<file path="config.mk">
export PLATFORM = sky130hd
export DESIGN_NAME = cache_port_arbiter_flat
export DESIGN_NICKNAME = d
export VERILOG_FILES = /design/src/rtl/cache_port_arbiter_if.sv /design/src/rtl/cache_port_arbiter.sv /design/src/flat_wrapper.sv
export SDC_FILE = /design/constraint.sdc
export NUM_CORES = 1
export LEC_CHECK = 0
export ABC_AREA = 1
export CAP_MARGIN = 15
export CORE_AREA = 2 2 162 164
export DETAILED_ROUTE_END_ITERATION = 12
export DIE_AREA = 0 0 164 166
export PLACE_DENSITY = 0.76
export SLEW_MARGIN = 20
export SYNTH_ARGS = -nofsm -noshare
export SYNTH_HDL_FRONTEND = slang
export SYNTH_SLANG_ARGS = --single-unit
</file>
<file path="constraint.sdc">
create_clock -name clk -period 1.5 [get_ports clk]
set_input_delay 0.45 -clock clk [delete_from_list [all_inputs] [get_ports clk]]
set_output_delay 0.45 -clock clk [all_outputs]
set_load 0.03 [all_outputs]
</file>
<file path="src/rtl/cache_port_arbiter_if.sv">
// Bundles the demand, prefetch and cache-side signals of the shared cache read port.
// Handshake: a requester holds req (and stable addresses) until its one-cycle ready
// pulse, when data is valid; the cache accepts a cycle with cache_data_req_o=1 and
// wait_cache=0, and later returns data with a one-cycle cache_data_ready pulse.
interface cache_port_arbiter_if;
  logic             dm_req;
  logic [1:0][31:0] dm_r_addr;
  logic             dm_ready;
  logic [1:0][31:0] dm_data;
  logic             pf_req;
  logic [1:0][31:0] pf_r_addr;
  logic             pf_cancel;
  logic             pf_ready;
  logic [1:0][31:0] pf_data;
  logic             cache_data_req_o;
  logic [1:0][31:0] cache_r_addr_o;
  logic             wait_cache;
  logic             cache_data_ready;
  logic [1:0][31:0] cache_data_i;

  // Arbiter side.
  modport master (
    input  dm_req, dm_r_addr, pf_req, pf_r_addr, pf_cancel,
    input  wait_cache, cache_data_ready, cache_data_i,
    output dm_ready, dm_data, pf_ready, pf_data, cache_data_req_o, cache_r_addr_o
  );

  // Requester/cache environment side.
  modport slave (
    output dm_req, dm_r_addr, pf_req, pf_r_addr, pf_cancel,
    output wait_cache, cache_data_ready, cache_data_i,
    input  dm_ready, dm_data, pf_ready, pf_data, cache_data_req_o, cache_r_addr_o
  );
endinterface

</file>
<file path="src/rtl/cache_port_arbiter.sv">
// Shares one cache read port between a demand requester and the prefetch engine.
// One transaction at a time; demand has fixed priority, and a starvation counter
// forces a prefetch grant after STARVE_LIMIT consecutive demand grants.
module cache_port_arbiter #(
  parameter int unsigned STARVE_LIMIT = 4
) (
  input  logic                 clk,
  input  logic                 reset,
  cache_port_arbiter_if.master bus,
  output logic                 busy,
  output logic [1:0]           dbg_state,
  output logic [3:0]           dbg_starve_cnt
);

  typedef enum logic [1:0] {
    IDLE      = 2'd0,
    ISSUE     = 2'd1,
    WAIT_DATA = 2'd2,
    RESP      = 2'd3
  } state_e;

  localparam logic [3:0] LIMIT = 4'(STARVE_LIMIT);

  state_e           state_q, state_d;
  logic             owner_q, owner_d;      // 0 = demand, 1 = prefetch
  logic             drop_q, drop_d;        // prefetch cancelled while its data is in flight
  logic [3:0]       starve_q, starve_d;
  logic [1:0][31:0] addr_q, addr_d;
  logic [1:0][31:0] data_q, data_d;
  logic [1:0][31:0] dm_data_q, dm_data_d;
  logic [1:0][31:0] pf_data_q, pf_data_d;
  logic             cache_req_q, cache_req_d;
  logic             dm_ready_q, dm_ready_d;
  logic             pf_ready_q, pf_ready_d;
  logic             pf_kill;

  // A cancel only matters while the prefetch engine owns the port.
  assign pf_kill = owner_q & bus.pf_cancel;

  // Next-state, arbitration and output-register computation.
  always_comb begin
    state_d     = state_q;
    owner_d     = owner_q;
    drop_d      = drop_q;
    starve_d    = starve_q;
    addr_d      = addr_q;
    data_d      = data_q;
    dm_data_d   = dm_data_q;
    pf_data_d   = pf_data_q;
    cache_req_d = 1'b0;
    dm_ready_d  = 1'b0;
    pf_ready_d  = 1'b0;
    case (state_q)
      IDLE: begin
        drop_d = 1'b0;
        if (bus.pf_req && (starve_q == LIMIT)) begin
          owner_d     = 1'b1;
          addr_d      = bus.pf_r_addr;
          starve_d    = 4'd0;
          cache_req_d = 1'b1;
          state_d     = ISSUE;
        end else if (bus.dm_req) begin
          owner_d     = 1'b0;
          addr_d      = bus.dm_r_addr;
          cache_req_d = 1'b1;
          state_d     = ISSUE;
          if (!bus.pf_req)             starve_d = 4'd0;
          else if (starve_q < LIMIT)   starve_d = starve_q + 4'd1;
          else                         starve_d = LIMIT;
        end else if (bus.pf_req) begin
          owner_d     = 1'b1;
          addr_d      = bus.pf_r_addr;
          starve_d    = 4'd0;
          cache_req_d = 1'b1;
          state_d     = ISSUE;
        end else begin
          starve_d = 4'd0;
        end
      end
      ISSUE: begin
        if (bus.wait_cache) begin
          // Not yet accepted: a cancel can still withdraw the request entirely.
          if (pf_kill) state_d = IDLE;
          else         cache_req_d = 1'b1;
        end else begin
          // Accepted this cycle; a simultaneous cancel must still drain the response.
          state_d = WAIT_DATA;
          if (pf_kill) drop_d = 1'b1;
        end
      end
      WAIT_DATA: begin
        if (pf_kill) drop_d = 1'b1;
        if (bus.cache_data_ready) begin
          data_d = bus.cache_data_i;
          if (drop_q || pf_kill) begin
            drop_d  = 1'b0;
            state_d = IDLE;
          end else begin
            state_d = RESP;
            if (owner_q) begin
              pf_data_d  = bus.cache_data_i;
              pf_ready_d = 1'b1;
            end else begin
              dm_data_d  = bus.cache_data_i;
              dm_ready_d = 1'b1;
            end
          end
        end
      end
      RESP: begin
        state_d = IDLE;
      end
      default: state_d = IDLE;
    endcase
  end

  // State and registered outputs; asynchronous active-low reset.
  always_ff @(posedge clk or negedge reset) begin
    if (!reset) begin
      state_q     <= IDLE;
      owner_q     <= 1'b0;
      drop_q      <= 1'b0;
      starve_q    <= 4'd0;
      addr_q      <= '0;
      data_q      <= '0;
      dm_data_q   <= '0;
      pf_data_q   <= '0;
      cache_req_q <= 1'b0;
      dm_ready_q  <= 1'b0;
      pf_ready_q  <= 1'b0;
    end else begin
      state_q     <= state_d;
      owner_q     <= owner_d;
      drop_q      <= drop_d;
      starve_q    <= starve_d;
      addr_q      <= addr_d;
      data_q      <= data_d;
      dm_data_q   <= dm_data_d;
      pf_data_q   <= pf_data_d;
      cache_req_q <= cache_req_d;
      dm_ready_q  <= dm_ready_d;
      pf_ready_q  <= pf_ready_d;
    end
  end

  assign bus.cache_data_req_o = cache_req_q;
  assign bus.cache_r_addr_o   = addr_q;
  assign bus.dm_ready         = dm_ready_q;
  assign bus.dm_data          = dm_data_q;
  // A cancel landing in the response cycle suppresses the prefetch pulse.
  assign bus.pf_ready         = pf_ready_q & ~bus.pf_cancel;
  assign bus.pf_data          = pf_data_q;
  assign busy                 = (state_q != IDLE);
  assign dbg_state            = state_q;
  assign dbg_starve_cnt       = starve_q;

endmodule

</file>
<file path="src/flat_wrapper.sv">
// flat-port wrapper written by rule: the top's interface ports become plain ports
module cache_port_arbiter_flat 
#(
  parameter int unsigned STARVE_LIMIT = 4
)
  (clk, reset, busy, dbg_state, dbg_starve_cnt, bus_dm_req, bus_dm_r_addr, bus_pf_req, bus_pf_r_addr, bus_pf_cancel, bus_wait_cache, bus_cache_data_ready, bus_cache_data_i, bus_dm_ready, bus_dm_data, bus_pf_ready, bus_pf_data, bus_cache_data_req_o, bus_cache_r_addr_o);
  cache_port_arbiter_if bus_i ();
  input  logic clk;
  input  logic reset;
  output logic busy;
  output logic [1:0] dbg_state;
  output logic [3:0] dbg_starve_cnt;
  input wire logic [$bits(bus_i.dm_req)-1:0] bus_dm_req;
  input wire logic [$bits(bus_i.dm_r_addr)-1:0] bus_dm_r_addr;
  input wire logic [$bits(bus_i.pf_req)-1:0] bus_pf_req;
  input wire logic [$bits(bus_i.pf_r_addr)-1:0] bus_pf_r_addr;
  input wire logic [$bits(bus_i.pf_cancel)-1:0] bus_pf_cancel;
  input wire logic [$bits(bus_i.wait_cache)-1:0] bus_wait_cache;
  input wire logic [$bits(bus_i.cache_data_ready)-1:0] bus_cache_data_ready;
  input wire logic [$bits(bus_i.cache_data_i)-1:0] bus_cache_data_i;
  output wire logic [$bits(bus_i.dm_ready)-1:0] bus_dm_ready;
  output wire logic [$bits(bus_i.dm_data)-1:0] bus_dm_data;
  output wire logic [$bits(bus_i.pf_ready)-1:0] bus_pf_ready;
  output wire logic [$bits(bus_i.pf_data)-1:0] bus_pf_data;
  output wire logic [$bits(bus_i.cache_data_req_o)-1:0] bus_cache_data_req_o;
  output wire logic [$bits(bus_i.cache_r_addr_o)-1:0] bus_cache_r_addr_o;
  assign bus_i.dm_req = bus_dm_req;
  assign bus_i.dm_r_addr = bus_dm_r_addr;
  assign bus_i.pf_req = bus_pf_req;
  assign bus_i.pf_r_addr = bus_pf_r_addr;
  assign bus_i.pf_cancel = bus_pf_cancel;
  assign bus_i.wait_cache = bus_wait_cache;
  assign bus_i.cache_data_ready = bus_cache_data_ready;
  assign bus_i.cache_data_i = bus_cache_data_i;
  assign bus_dm_ready = bus_i.dm_ready;
  assign bus_dm_data = bus_i.dm_data;
  assign bus_pf_ready = bus_i.pf_ready;
  assign bus_pf_data = bus_i.pf_data;
  assign bus_cache_data_req_o = bus_i.cache_data_req_o;
  assign bus_cache_r_addr_o = bus_i.cache_r_addr_o;
  cache_port_arbiter #(.STARVE_LIMIT(STARVE_LIMIT)) u_core (.clk(clk), .reset(reset), .bus(bus_i), .busy(busy), .dbg_state(dbg_state), .dbg_starve_cnt(dbg_starve_cnt));
endmodule
</file>
### Word level (Yosys, flattened, before mapping)

Index checks and enable logic that the tools add are counted.

| word-level totals | value |
|---|---|
| bits in registers | 203 |
| bits in latches | 0 |
| bits in writable memories | 0 |
| bits in read-only memories | 0 |
| word-level logic and storage cells | 76 |
| memories | 0 |

| cells by class | value |
|---|---|
| add/sub/neg operators | 1 |
| multiply operators | 0 |
| div/mod/pow operators | 0 |
| order comparisons | 1 |
| eq/ne operators | 8 |
| shift operators | 0 |
| multiplexer cells | 37 |
| bitwise logic cells | 5 |
| reduce and logical (&&, ||, !) cells | 11 |

Operator list:

| cell | number |
|---|---|
| 2-to-1 mux 64 bit | 3 |
| 2-to-1 mux 1 bit | 20 |
| 2-to-1 mux 4 bit | 4 |
| 2-to-1 mux 2 bit | 7 |
| case mux 2 bit (4 select lines) | 1 |
| AND reduction 4 bit | 2 |
| nonzero test 3 bit | 2 |
| adder 4 x 1 -> 4 bit, second input constant | 1 |
| == test 2 bit, second input constant | 2 |
| == test 4 x 3 -> 1 bit, second input constant | 1 |
| < comparator 4 x 3 -> 1 bit, second input constant | 1 |
| inequality test 2 bit, second input constant | 2 |
| inequality test 4 x 3 -> 1 bit, second input constant | 1 |
| AND reduction 2 bit | 2 |
| inequality test 3 x 2 -> 1 bit, second input constant | 1 |
| NOT 1 bit | 3 |
| case mux 1 bit (3 select lines) | 1 |
| AND reduction 3 bit | 1 |
| bitwise AND 1 bit | 2 |
| == test 2 x 1 -> 1 bit, second input constant | 1 |
| logical NOT 2 bit | 1 |
| case mux 1 bit (2 select lines) | 1 |
| nonzero test 2 bit | 1 |
| logical AND 1 bit | 1 |
| logical OR 1 bit | 1 |

### Logic depth before layout (Yosys ltp)

| logic depth | value |
|---|---|
| word-level depth | 5 |
| depth in mapped cells | 11 |

### Worst setup path after synthesis

OpenSTA, ideal clock, no wires.

| timing path | value |
|---|---|
| kind | register to register |
| from | reg u_core.state_q[0] (netlist: u_core.dbg_state[0]) |
| to | reg u_core.addr_q, in the netlist u_core.bus.cache_r_addr_o[18] |
| library setup time | 0.117 ns |
| arrival | 1.752 ns |
| required time | 1.383 ns |
| slack | -0.368 ns |
| cell stages (with the launch flop) | 9 |
| path buffers | 2 |
| clock period less this slack | 1.868 ns |
| path through | dfrtp_1 inv_1 ha_1 inv_1 nor2_2 buf_4 buf_4 nand2_1 nand2_1 |

| between the ends | value |
|---|---|
| cells in the longest elaborated chain, start to end | 2 |

Ends and longest elaborated chain:

| element | line | RTL |
|---|---|---|
| from (decl) | cache_port_arbiter.sv:24 | `state_e state_q, state_d;` |
| from (signal assigned) | cache_port_arbiter.sv:132 | `state_q <= state_d;` |
| logical NOT 2 bit | cache_port_arbiter.sv:53 | `case (state_q)` |
| AND reduction 2 bit (no line) | - |  |
| to (signal assigned) | cache_port_arbiter.sv:136 | `addr_q <= addr_d;` |
| to (decl) | cache_port_arbiter.sv:28 | `logic [1:0][31:0] addr_q, addr_d;` |

No other way between the ends.
A chain may end at the register's enable or synchronous reset.

### Final worst setup path

| timing path | value |
|---|---|
| from | reg u_core.state_q[1] (netlist: u_core.dbg_state[1]) |
| to | out busy |

| between the ends | value |
|---|---|
| cells in the longest elaborated chain, start to end | 1 |

Ends and longest elaborated chain:

| element | line | RTL |
|---|---|---|
| nonzero test 2 bit | cache_port_arbiter.sv:153 | `assign busy = (state_q != IDLE);` |
| to (decl) | flat_wrapper.sv:10 | `output logic busy;` |

No other way between the ends.

==> impl_metrics.json <==
{
  "synth_ff_type": "dfrtp_1",
  "clock.fmax_mhz": 570,
  "cts.sinks": 203,
  "setup_viol": 304,
  "clk-insertion-delay-late_ps": 510,
  "synthTopCellsByArea": "dfrtp_1 52%, nand2_1 28%, o21ai_0 5.1%",
  "design_area_mm2": 0.0175,
  "cp.arrival_ps": 1300,
  "avgViaCountPerCell": 5.04,
  "layout_min_cycle_time_ps": 1750,
  "drtIter0Drc": 888,
  "grt.total_usage_pct": 24.9,
  "cts-root-buf": "clkbuf_16",
  "globalplace.congestion": 0.859,
  "crit_type": "reg -> out",
  "slew_headroom_pct": 73.2,
  "r2r_slack_ps": -150,
  "outcome": "finished, violations left",
  "drt-total-wl_um": 39400,
  "min_period_over_period_pct": 117,
  "worstReg2RegEnd": "u_core.bus.pf_data[43]",
  "cpMaxStageDelayCell": "dfrtp_2",
  "nNetsFinal": 1998,
  "htree_levels": 1,
  "cp-start-kind": "register",
  "placementRows": 59,
  "cp_cell_sequence": "inv_4, ha_4, inv_6, buf_6",
  "ys.warnings.count": 0,
  "io_buffers": 400,
  "synthCells": 1317,
  "clock_power_share_pct": 16.7,
  "worstPathRequired_ps": 1050,
  "p_seq_share_pct": 28.7,
  "synth_area_mm2": 0.00975,
  "swShare_pct": 41.0,
  "io_pins": 401,
  "whs_ps": 441,
  "path_clk_slew_ps": 60,
  "reg2reg_from": "u_core.dbg_state[0]",
  "intPower_uw": 20100,
  "ant_nets": 0,
  "rsz0062_at_grt": "yes",
  "overflow": 0,
  "tightest_slew_ps": 403,
  "num_vias": 10803,
  "final.setup_skew_ps": 17.6,
  "power.switching_uw": 14000,
  "antenna_found_initial": 4,
  "placed_cell_area_mm2": 0.0149,
  "max-cap-violations": 0,
  "p_comb_share_pct": 54.6,
  "die_h_um": 166,
  "synth.distinct_cells": 18,
  "peakVddDrop_v": 0.00130,
  "cts_tree": "done",
  "synth-edff-count": 0,
  "die_area_mm2": 0.0272,
  "pre_cts_slack_ps": -341,
  "cts_made_buffers": 22,
  "synth_area_leader_cell": "dfrtp_1",
  "power.total_uw": 34000,
  "postSynthAreaPerCell_um2": 7.40,
  "hold_viol": 0,
  "ys_ff_latch": 203,
  "synthArstFlopShare_pct": 100,
  "routedWlPerCell_um": 18.4,
  "syn-num-nets": 1523,
  "powerDensity_mw_per_mm2": 1950,
  "ys_top_cells_by_count": "722 x nand2_1, 203 x dfrtp_1, 99 x o21ai_0, 81 x inv_1, 69 x nand3_1",
  "grt_first_pass_wirelength_um": 54600,
  "hp-class": "in -> async",
  "dp_hpwl_um": 23100,
  "dr.pass1.iters": 6,
  "grt_pass1_vias": 10361,
  "endpoint_kind": "output port",
  "drive_above_1_share_pct": 23.7,
  "grt_max_degree": 66,
  "n_fill_cell": 1864,
  "synth_top_area_share_pct": 52.1,
  "crit_fanout": 2,
  "leakagePower_uw": 0.00908,
  "failed_checks": "negative setup slack",
  "final_max_slew_viol_count": 0,
  "yosysMostFrequentCell": "nand2_1",
  "initial_utilization_pct": 38.0,
  "die_w_um": 164,
  "reg2regPathDepth": 8,
  "cts_buffer_depth": 3,
  "setup_ws_ps": -255,
  "critical-path-max-stage-delay_ps": 420,
  "syn_to_final_growth_pct": 79.1,
  "core_area_mm2": 0.0256,
  "drc": 0,
  "yosysSeqAreaShare_pct": 52.1
}
-- cell usage in the layout, fill, tap and decap left out, types with 2 or more instances in the layout --
master,n
o21ai_2,21
inv_4,2
inv_2,2
bufinv_16,3
inv_1,76
dfrtp_1,195
inv_6,2
ha_1,5
buf_4,60
clkinvlp_4,2
buf_6,154
clkbuf_1,5
ha_4,2
nand3_1,68
nand2_1,708
bufbuf_16,2
clkbuf_16,40
clkbuf_8,3
nand4_1,4
buf_8,5
nand2_4,2
clkdlybuf4s50_1,195
buf_16,11
dfrtp_2,8
o21ai_1,73
buf_12,86
clkinv_2,4
nor2_4,4
nor2_1,4
nand2_2,12
diode_2,3
o21ai_0,40
-- layout make-up --
cell class	instances	area, µm²	area share (%)
sequential	203	5090	29.2
multi-input combinational	947	4080	23.3
timing repair buffer	533	6760	38.7
antenna	3	7.51	0.0430
timing repair inverter	2	16.3	0.0932
clock inverter	9	126	0.724
clock buffer	30	622	3.56
tap	335	419	2.40
inverter	83	342	1.96
-- worst max path at each step --
stage / start / end / depth (start not counted)
after floorplan: u_core.dbg_starve_cnt[0] / u_core.bus.cache_r_addr_o[10] / 11
after global placement: bus_cache_data_ready / u_core.bus.dm_data[47] / 7
after detailed placement: bus_cache_data_ready / u_core.bus.pf_data[9] / 6
after CTS: u_core.dbg_state[1] / busy / 4
after global routing: u_core.dbg_state[1] / busy / 4
final: u_core.dbg_state[1] / busy / 4
-- kinds of logic (layout without fill, tap and decap cells) --
kind of cell / count (synthesis) / count (layout) / synth area share [%]
AND/OR/NAND/NOR: 804 / 804 / 32.0
flip-flops: 203 / 203 / 52.1
buffers and inverters: 167 / 657 / 7.96
AO/OA/AOI/OAI: 136 / 136 / 7.00
adder cells (fa/ha/maj): 7 / 7 / 0.899
other: 0 / 3 / 0
-- through the flow --
step	std cells	util [%]	TNS [ps]
after floorplan	1317	-	0
after global placement	2022	58.3	-50800
after detailed placement	2022	58.3	-55860
after CTS	2109	64.9	-15440
after global routing	2145	68.2	-31930
final	2145	68.2	-14500
-- flip-flops by register name (all words and copies together) (netlist names) --
signal,count
u_core.bus.cache_r_addr_o,64
u_core.bus.dm_data,64
u_core.bus.pf_data,64
u_core.dbg_starve_cnt,4
u_core.dbg_state,2
u_core.bus.cache_data_req_o,1
u_core.bus.dm_ready,1
u_core.drop_q,1
u_core.owner_q,1
u_core.pf_ready_q,1
-- critical path: cells and delay by family, from the launching register on --
kind | cells | cell delay [ps]
fa+ha+maj | 1 | 150
flops | 1 | 420
buf+inv | 3 | 230
-- what timing repair did --
| action | in CTS | in global routing |
|---|---|---|
| resized for setup | 709 | 103 |
| endpoints found under the hold margin | 27 | 0 |
| buffers inserted | 40 | 5 |
| endpoints found under the setup margin | 236 | 397 |
| pin swaps | 6 | 16 |
| hold buffers | 1 | 0 |
| gates cloned | 8 | 28 |
-- routing by layer --
metal	up-vias	GRT usage, %	wire length [µm]
met2	594	42.0	19300
met4	2	9.31	1560
met3	106	8.54	4110
li1	5021	-	-
met1	5080	29.3	14400
met5	-	0	13
-- power by group through the flow --
stage,registers [µW],clock network [µW],logic [µW]
4_1_cts,9620,5770,17500
3_5_place_dp,9340,0,15600
5_1_grt,9980,6020,19600
6_report,9770,5690,18600
2_1_floorplan,13200,0,3470
3_3_place_gp,9320,0,15300
No activity file was read; power rests on OpenSTA's default activity.
